**config.mk**
```make
export PLATFORM = sky130hd
export DESIGN_NAME = mux8_bus_arbiter
export DESIGN_NICKNAME = d
export VERILOG_FILES = /design/src/rtl/mux8_bus_arbiter_pkg.sv /design/src/rtl/mux8_bus_arbiter_pick.sv /design/src/rtl/mux8_bus_arbiter.sv
export SDC_FILE = /design/constraint.sdc
export NUM_CORES = 1
export LEC_CHECK = 0
export CELL_PAD_IN_SITES_DETAIL_PLACEMENT = 0
export CELL_PAD_IN_SITES_GLOBAL_PLACEMENT = 2
export CORE_AREA = 2 2 89 91
export DETAILED_ROUTE_END_ITERATION = 6
export DIE_AREA = 0 0 91 93
export HOLD_SLACK_MARGIN = 0.03
export PLACE_DENSITY_LB_ADDON = 0.12
export SKIP_LAST_GASP = 1
export SLEW_MARGIN = 15
export SYNTH_ARGS = -nofsm -noshare
export SYNTH_HDL_FRONTEND = slang
export SYNTH_SLANG_ARGS = --single-unit
```
**constraint.sdc**
```tcl
create_clock -name clk -period 5.4 [get_ports clk]
set_clock_uncertainty 0.1 [all_clocks]
set_input_delay 1.08 -clock clk [delete_from_list [all_inputs] [get_ports clk]]
set_output_delay 1.08 -clock clk [all_outputs]
set_load 0.02 [all_outputs]
```
**src/rtl/mux8_bus_arbiter_pkg.sv**
```systemverilog
// Shared constants for the 8-way round-robin bus arbiter.
package mux8_bus_arbiter_pkg;

  localparam int unsigned NREQ  = 8;
  localparam int unsigned SEL_W = 3;

  localparam logic [0:0] ST_IDLE  = 1'b0;
  localparam logic [0:0] ST_GRANT = 1'b1;

  function automatic logic [NREQ-1:0] onehot8(input logic [SEL_W-1:0] idx);
    return 8'b1 << idx;
  endfunction

endpackage

```
**src/rtl/mux8_bus_arbiter_pick.sv**
```systemverilog
// Round-robin picker: rotate masked requests so ptr is bit 0, find the
// lowest set bit, then rotate the index back.
module rr_pick8
  import mux8_bus_arbiter_pkg::*;
(
  input  logic [NREQ-1:0]  req,
  input  logic [NREQ-1:0]  mask,
  input  logic [SEL_W-1:0] ptr,
  output logic [SEL_W-1:0] idx,
  output logic             found
);

  logic [NREQ-1:0]   masked;
  logic [2*NREQ-1:0] dbl;
  logic [2*NREQ-1:0] shifted;
  logic [NREQ-1:0]   rot;
  logic [SEL_W-1:0]  k;

  assign masked  = req & mask;
  assign dbl     = {masked, masked};
  assign shifted = dbl >> ptr;
  assign rot     = shifted[NREQ-1:0];

  // Lowest set bit of the rotated vector wins; scanning downward lets it overwrite.
  always_comb begin
    k = '0;
    for (int i = NREQ - 1; i >= 0; i--) begin
      if (rot[i]) k = SEL_W'(i);
    end
  end

  assign found = |rot;
  assign idx   = k + ptr;

endmodule

```
**src/rtl/mux8_bus_arbiter.sv**
```systemverilog
// Round-robin arbiter for the shared 8:1 datapath mux with bounded hold time.
module mux8_bus_arbiter
  import mux8_bus_arbiter_pkg::*;
#(
  parameter int unsigned MAX_HOLD = 16,
  parameter int unsigned CNT_W    = 8
) (
  input  logic                  clk,
  input  logic                  rst,
  input  logic [NREQ-1:0]       req,
  output logic [NREQ-1:0]       gnt,
  output logic [SEL_W-1:0]      sel,
  output logic                  busy,
  output logic                  handover,
  output logic [CNT_W-1:0]      hold_cnt
);

  // Last hold count value before a pending contender takes the bus.
  localparam logic [CNT_W-1:0] HOLD_LAST = (MAX_HOLD == 0) ? '0 : CNT_W'(MAX_HOLD - 1);

  logic [0:0]       state_q, state_d;
  logic [NREQ-1:0]  gnt_q, gnt_d;
  logic [SEL_W-1:0] sel_q, sel_d;
  logic [SEL_W-1:0] ptr_q, ptr_d;
  logic             handover_q, handover_d;
  logic [CNT_W-1:0] hold_cnt_q, hold_cnt_d;

  logic [NREQ-1:0]  pick_mask;
  logic [SEL_W-1:0] pick_ptr;
  logic [SEL_W-1:0] pick_idx;
  logic             pick_found;
  logic [SEL_W-1:0] owner_next;
  logic             owner_req;
  logic             others_pending;
  logic             preempt;

  assign owner_next     = sel_q + 3'd1;
  assign owner_req      = req[sel_q];
  assign others_pending = |(req & ~onehot8(sel_q));
  assign preempt        = (MAX_HOLD != 0) && (hold_cnt_q == HOLD_LAST) && others_pending;

  // While granted, search starts just past the owner and excludes it.
  always_comb begin
    pick_mask = 8'hFF;
    pick_ptr  = ptr_q;
    if (state_q == ST_GRANT) begin
      pick_mask = ~onehot8(sel_q);
      pick_ptr  = owner_next;
    end
  end

  rr_pick8 u_pick (
    .req   (req),
    .mask  (pick_mask),
    .ptr   (pick_ptr),
    .idx   (pick_idx),
    .found (pick_found)
  );

  // Next-state logic for grant, select, pointer and hold counter.
  always_comb begin
    state_d    = state_q;
    gnt_d      = gnt_q;
    sel_d      = sel_q;
    ptr_d      = ptr_q;
    handover_d = 1'b0;
    hold_cnt_d = hold_cnt_q;
    case (state_q)
      ST_IDLE: begin
        gnt_d      = '0;
        hold_cnt_d = '0;
        if (pick_found) begin
          state_d = ST_GRANT;
          gnt_d   = onehot8(pick_idx);
          sel_d   = pick_idx;
        end
      end
      default: begin
        if (!owner_req || preempt) begin
          ptr_d      = owner_next;
          hold_cnt_d = '0;
          if (pick_found) begin
            gnt_d      = onehot8(pick_idx);
            sel_d      = pick_idx;
            handover_d = 1'b1;
          end else begin
            state_d = ST_IDLE;
            gnt_d   = '0;
          end
        end else if (hold_cnt_q != '1) begin
          hold_cnt_d = hold_cnt_q + 1'b1;
        end
      end
    endcase
  end

  // State registers with synchronous reset.
  always_ff @(posedge clk) begin
    if (rst) begin
      state_q    <= ST_IDLE;
      gnt_q      <= '0;
      sel_q      <= '0;
      ptr_q      <= '0;
      handover_q <= 1'b0;
      hold_cnt_q <= '0;
    end else begin
      state_q    <= state_d;
      gnt_q      <= gnt_d;
      sel_q      <= sel_d;
      ptr_q      <= ptr_d;
      handover_q <= handover_d;
      hold_cnt_q <= hold_cnt_d;
    end
  end

  assign gnt      = gnt_q;
  assign sel      = sel_q;
  assign busy     = (state_q == ST_GRANT);
  assign handover = handover_q;
  assign hold_cnt = hold_cnt_q;

endmodule
```
==> results.cfg, run 1 <==
[cells_and_area]
areaGrowthSynthToFinish_pct = 22.4
antennaDiodeCount = 0
fillers = 850
drive_gt1_frac = 0.0839
final_cell_mix = clkdlybuf4s50_1 (30), dfxtp_1 (24), nand2_1 (23)
fin_nets = 294
final_common_cell = clkdlybuf4s50_1
multi_input_area_mm2 = 0.00135
ff_latch_area_um2 = 480

[worst_setup_path]
r2r_slack_ps = 1000
cp_top_family = compound AO/OA/AOI/OAI gates
worstSetupPathType = in -> reg
cp-start-kind = primary input
worstPathBufferInverterCount = 2
worst_ep_arrival_time_ps = 4510
slowest_stage = or4_1
slowest_delay_ps = 560
required_ps = 5500
path_cells = clkdlybuf4s50_1 -> a21boi_0 -> nand2_1 -> o21ai_0 -> a2111oi_0 -> a211oi_1 -> a31oi_1 -> o32ai_1 -> ha_1 -> inv_1 -> fa_1 -> or4_1 -> o21ai_1
path_max_fanout = 5
critical_path.endpoint_type = register

[pwr]
vdd_drop_max_mv = 0.248
powerDensity_mw_per_mm2 = 459
p_leak_uw = 0.000865

[yosys]
synth-main-ff-cell = dfxtp_1
synth_edf_count = 0
syn_area_mm2 = 0.00197
yosysWarnings = 0
ys_types = 61
synth.net_count = 266
postSynthCellCount = 247
ys_seq_area_frac = 0.244
synth.avg_cell_area_um2 = 7.97
synth_seq_cells = 24
synthArstFlopShare = 0

[route]
vias_per_cell = 5.14
firstDrtPassIters = 4
drc = 0
routed_wl_mm = 5.88
vias = 1933
wl_per_cell_um = 15.6
drtIter0Drc = 65
ant_nets = 0

[timing]
slew_viol_final = 0
setup-violations-final = 0
finalCritPeriodShare = 0.816
finalHoldWorstSlack_ps = 366
finalHoldViolations = 0
worstMarginPinSlew_ps = 716
period_needed_ps = 4410
rsz0062_at_grt = false
max_freq_mhz = 227
setup_tns_ps = 0
slew_headroom = 0.522

[clock_network]
cts-hold-fix-buffers = 0
cts.clk_slew.worst_paths_ps = 90
htree_levels = 1
clock_latency_ps = 260
root_buffer = clkbuf_8
numCtsBuffers = 3
clkSinkCount = 24
post-cts-setup-buffers = 0
cts_tree = done
cts.repair.resized = 0
clockBufferDepth = 2

[grt]
track_usage = 0.142
gr-total-overflow = 0
grt_pass1_wl_mm = 9.72
grt_pass1_vias = 1890
grt_max_degree = 22
antenna_found_initial = 0

[floorplan]
fp-row-count = 32
die-area_mm2 = 0.00846
pin_count = 31
core_area_mm2 = 0.00753
die_h_um = 93
die_x_um = 91
initial_core_util = 0.261

[worst_hold_path]
hold_path_class = reg -> reg

[placement]
dp_hpwl_mm = 4.45
portBuffers = 30
gp_congestion = 0.840

[flow_run]
max_cap_viol_count = 0

[status]
status = finished, final reports clean
## state kept, by name, indices dropped and copies added, names as in the netlist
name      flops
gnt           8
handover      1
sel           3
hold_cnt      8
busy          1
ptr_q         3
## routing by layer
layer / track usage / up-vias / share of wire
met5: 0 / - / 0
met4: 0.0341 / 0 / 0.0058
met3: 0.00967 / 2 / 0.019
met2: 0.240 / 26 / 0.49
met1: 0.197 / 921 / 0.49
li1: - / 984 / -
## final timing paths
kind                              start               endpoint  cells past startpoint
hold / removal    ptr_q[2]$_SDFFE_PP0P_  ptr_q[2]$_SDFFE_PP0P_                      2
setup / recovery                 req[3]    gnt[6]$_SDFFE_PP0N_                     13
hold reg to reg   ptr_q[2]$_SDFFE_PP0P_  ptr_q[2]$_SDFFE_PP0P_                      2
setup reg to reg        busy$_SDFF_PP0_    gnt[6]$_SDFFE_PP0N_                     12
## power by group
group          internal (uW)  switching, uW  total [uW]
combinational            298            429         727
sequential               220           35.9         255
clock                   65.1           58.9         124
total                    582            524        1110
## Yosys cell counts (4+ instances only)
cell      instances  share of area
a21oi_1          12          0.031
o211ai_1          4          0.015
nand2_1          23          0.044
o21ai_0          12          0.031
o32ai_1           7          0.031
nor2_1           18          0.034
o21a_1            4          0.015
buf_2             4          0.010
nand2b_1          5          0.016
mux2i_1           4          0.020
ha_1              8          0.051
nand3_1          20          0.051
inv_1            16          0.031
nor3_1            5          0.013
a211oi_1          8          0.031
dfxtp_1          24           0.24
## per-stage QoR
stage	setup slack, ps	cell area (um2)	cells	power, uW	util
after floorplan	1450	1970	247	782	-
after global placement	767	2350	372	1000	0.313
after detailed placement	711	2350	372	992	0.313
after CTS	962	2410	376	1120	0.320
after global routing	691	2410	376	1200	0.320
final	991	2410	376	1110	0.320
## final cells by class
type,count,area share
multi-input combinational,194,0.559
sequential,24,0.199
clock buffer,4,0.0229
timing repair buffer,34,0.137
tap,102,0.0530
inverter,18,0.0281
## cell families after synthesis
group	share of synthesized area
mux	0.0737
simple gates	0.231
buf+inv	0.0712
compound gates	0.301
xor+xnor	0.0178
flops	0.244
fa+ha+maj	0.0610
## worst min-delay path: cells and delay by family (launching register included)
family	cells	cell delay [ps]
AO/OA/AOI/OAI	1	50
AND/OR/NAND/NOR	1	50
flip-flops	1	320
No activity file was read; power rests on OpenSTA's default activity.
==> run 2: changes to the inputs <==
clock period = 4.5 ns   (was 5.4 ns; I/O delays follow)
==> results.cfg, run 2 (same netlist as run 1, synthesis figures left out) <==
[status]
status = finished, final reports clean

[cells_and_area]
final_common_cell = clkdlybuf4s50_1
drive_gt1_frac = 0.122
antennaDiodeCount = 0
fin_nets = 306
final_cell_mix = clkdlybuf4s50_1 (30), dfxtp_1 (24), nand2_1 (23)
layoutNonFillerInstCount = 388
areaGrowthSynthToFinish_pct = 27.8

[route]
firstDrtPassIters = 4
routed_wl_mm = 6.11
drc = 0
drtIter0Drc = 83
wl_per_cell_um = 15.8
ant_nets = 0
vias_per_cell = 5.20
vias = 2016

[clock_network]
root_buffer = clkbuf_8
htree_levels = 1
cts.clk_slew.worst_paths_ps = 90
numCtsBuffers = 3
clockBufferDepth = 2
cts.repair.resized = 0
cts_tree = done
cts-hold-fix-buffers = 0
clkSinkCount = 24
clock_latency_ps = 270
post-cts-setup-buffers = 0

[timing]
finalCritPeriodShare = 0.922
slew_headroom = 0.635
period_needed_ps = 4150
rsz0062_at_grt = false
setup-violations-final = 0
finalHoldWorstSlack_ps = 372
worstMarginPinSlew_ps = 546
finalHoldViolations = 0
max_freq_mhz = 241
setup_tns_ps = 0
slew_viol_final = 0

[worst_setup_path]
worst_ep_arrival_time_ps = 4260
path_cells = clkdlybuf4s50_1 -> a21boi_0 -> nand2_1 -> o21ai_0 -> a2111oi_0 -> a211oi_1 -> a31oi_1 -> o32ai_1 -> ha_1 -> inv_1 -> fa_1 -> or4_1 -> o21ai_1
path_max_fanout = 3
required_ps = 4610
slowest_stage = or4_1
cp-start-kind = primary input
slowest_delay_ps = 550
critical_path.endpoint_type = register
worstSetupPathType = in -> reg

[placement]
place_inst = 384
portBuffers = 30
gp_congestion = 0.852
dp_hpwl_mm = 4.70

[floorplan]
die_x_um = 91
die-area_mm2 = 0.00846
pin_count = 31
fp-row-count = 32
die_h_um = 93
initial_core_util = 0.261
core_area_mm2 = 0.00753

[worst_hold_path]
hold_path_class = reg -> reg

[grt]
gr-total-overflow = 0
grt_pass1_vias = 1989
grt_max_degree = 16
antenna_found_initial = 0
track_usage = 0.149
grt_pass1_wl_mm = 10.2

[pwr]
p_leak_uw = 0.000930
p_total_uw = 1430
vdd_drop_max_mv = 0.266
powerDensity_mw_per_mm2 = 569

[flow_run]
max_cap_viol_count = 0
run 2: area by class of cell:
cell class	count	area (um2)
clock buffer	3	41.3
clock inverter	1	30.0
fill	839	5010
inverter	18	67.6
multi-input combinational	194	1350
sequential	24	480
tap	102	128
timing repair buffer	46	420
run 2: worst paths after layout:
path	start	end	slack (ps)	depth (start not counted)
min reg2reg	ptr_q[2]$_SDFFE_PP0P_	ptr_q[2]$_SDFFE_PP0P_	370	2
min	ptr_q[2]$_SDFFE_PP0P_	ptr_q[2]$_SDFFE_PP0P_	370	2
max reg2reg	sel[0]$_SDFFE_PP0P_	gnt[6]$_SDFFE_PP0N_	400	14
max	req[3]	gnt[6]$_SDFFE_PP0N_	350	13
run 2: critical path: cells and delay by family:
kind / cells / cell delay, ps
AOI/OAI and AO/OA: 7 / 1460
buffers and inverters: 2 / 540
and+or+nand+nor: 2 / 680
adders and majority gates: 2 / 670
run 2: report_power, final:
group | switching (uW) | total [uW] | internal [uW] | leakage, uW
Clock | 71.3 | 190 | 119 | 0.0000357
Sequential | 27.5 | 291 | 264 | 0.000196
Combinational | 549 | 949 | 400 | 0.000699
run 2: routing by layer:
metal / up-vias / wire length, um / track usage
met1: 956 / 2900 / 0.200
met5: - / 0 / 0
met4: 0 / 55 / 0.0442
li1: 1007 / - / -
met2: 47 / 2980 / 0.257
met3: 6 / 174 / 0.0113
run 2: through the flow:
| stage | worst slack (ps) | area (um2) | utilization |
|---|---|---|---|
| floorplan | 552 | 1970 | - |
| global placement | 121 | 2440 | 0.325 |
| detailed placement | 101 | 2440 | 0.325 |
| CTS | 365 | 2510 | 0.334 |
| global route | 176 | 2510 | 0.334 |
| finish | 350 | 2510 | 0.334 |
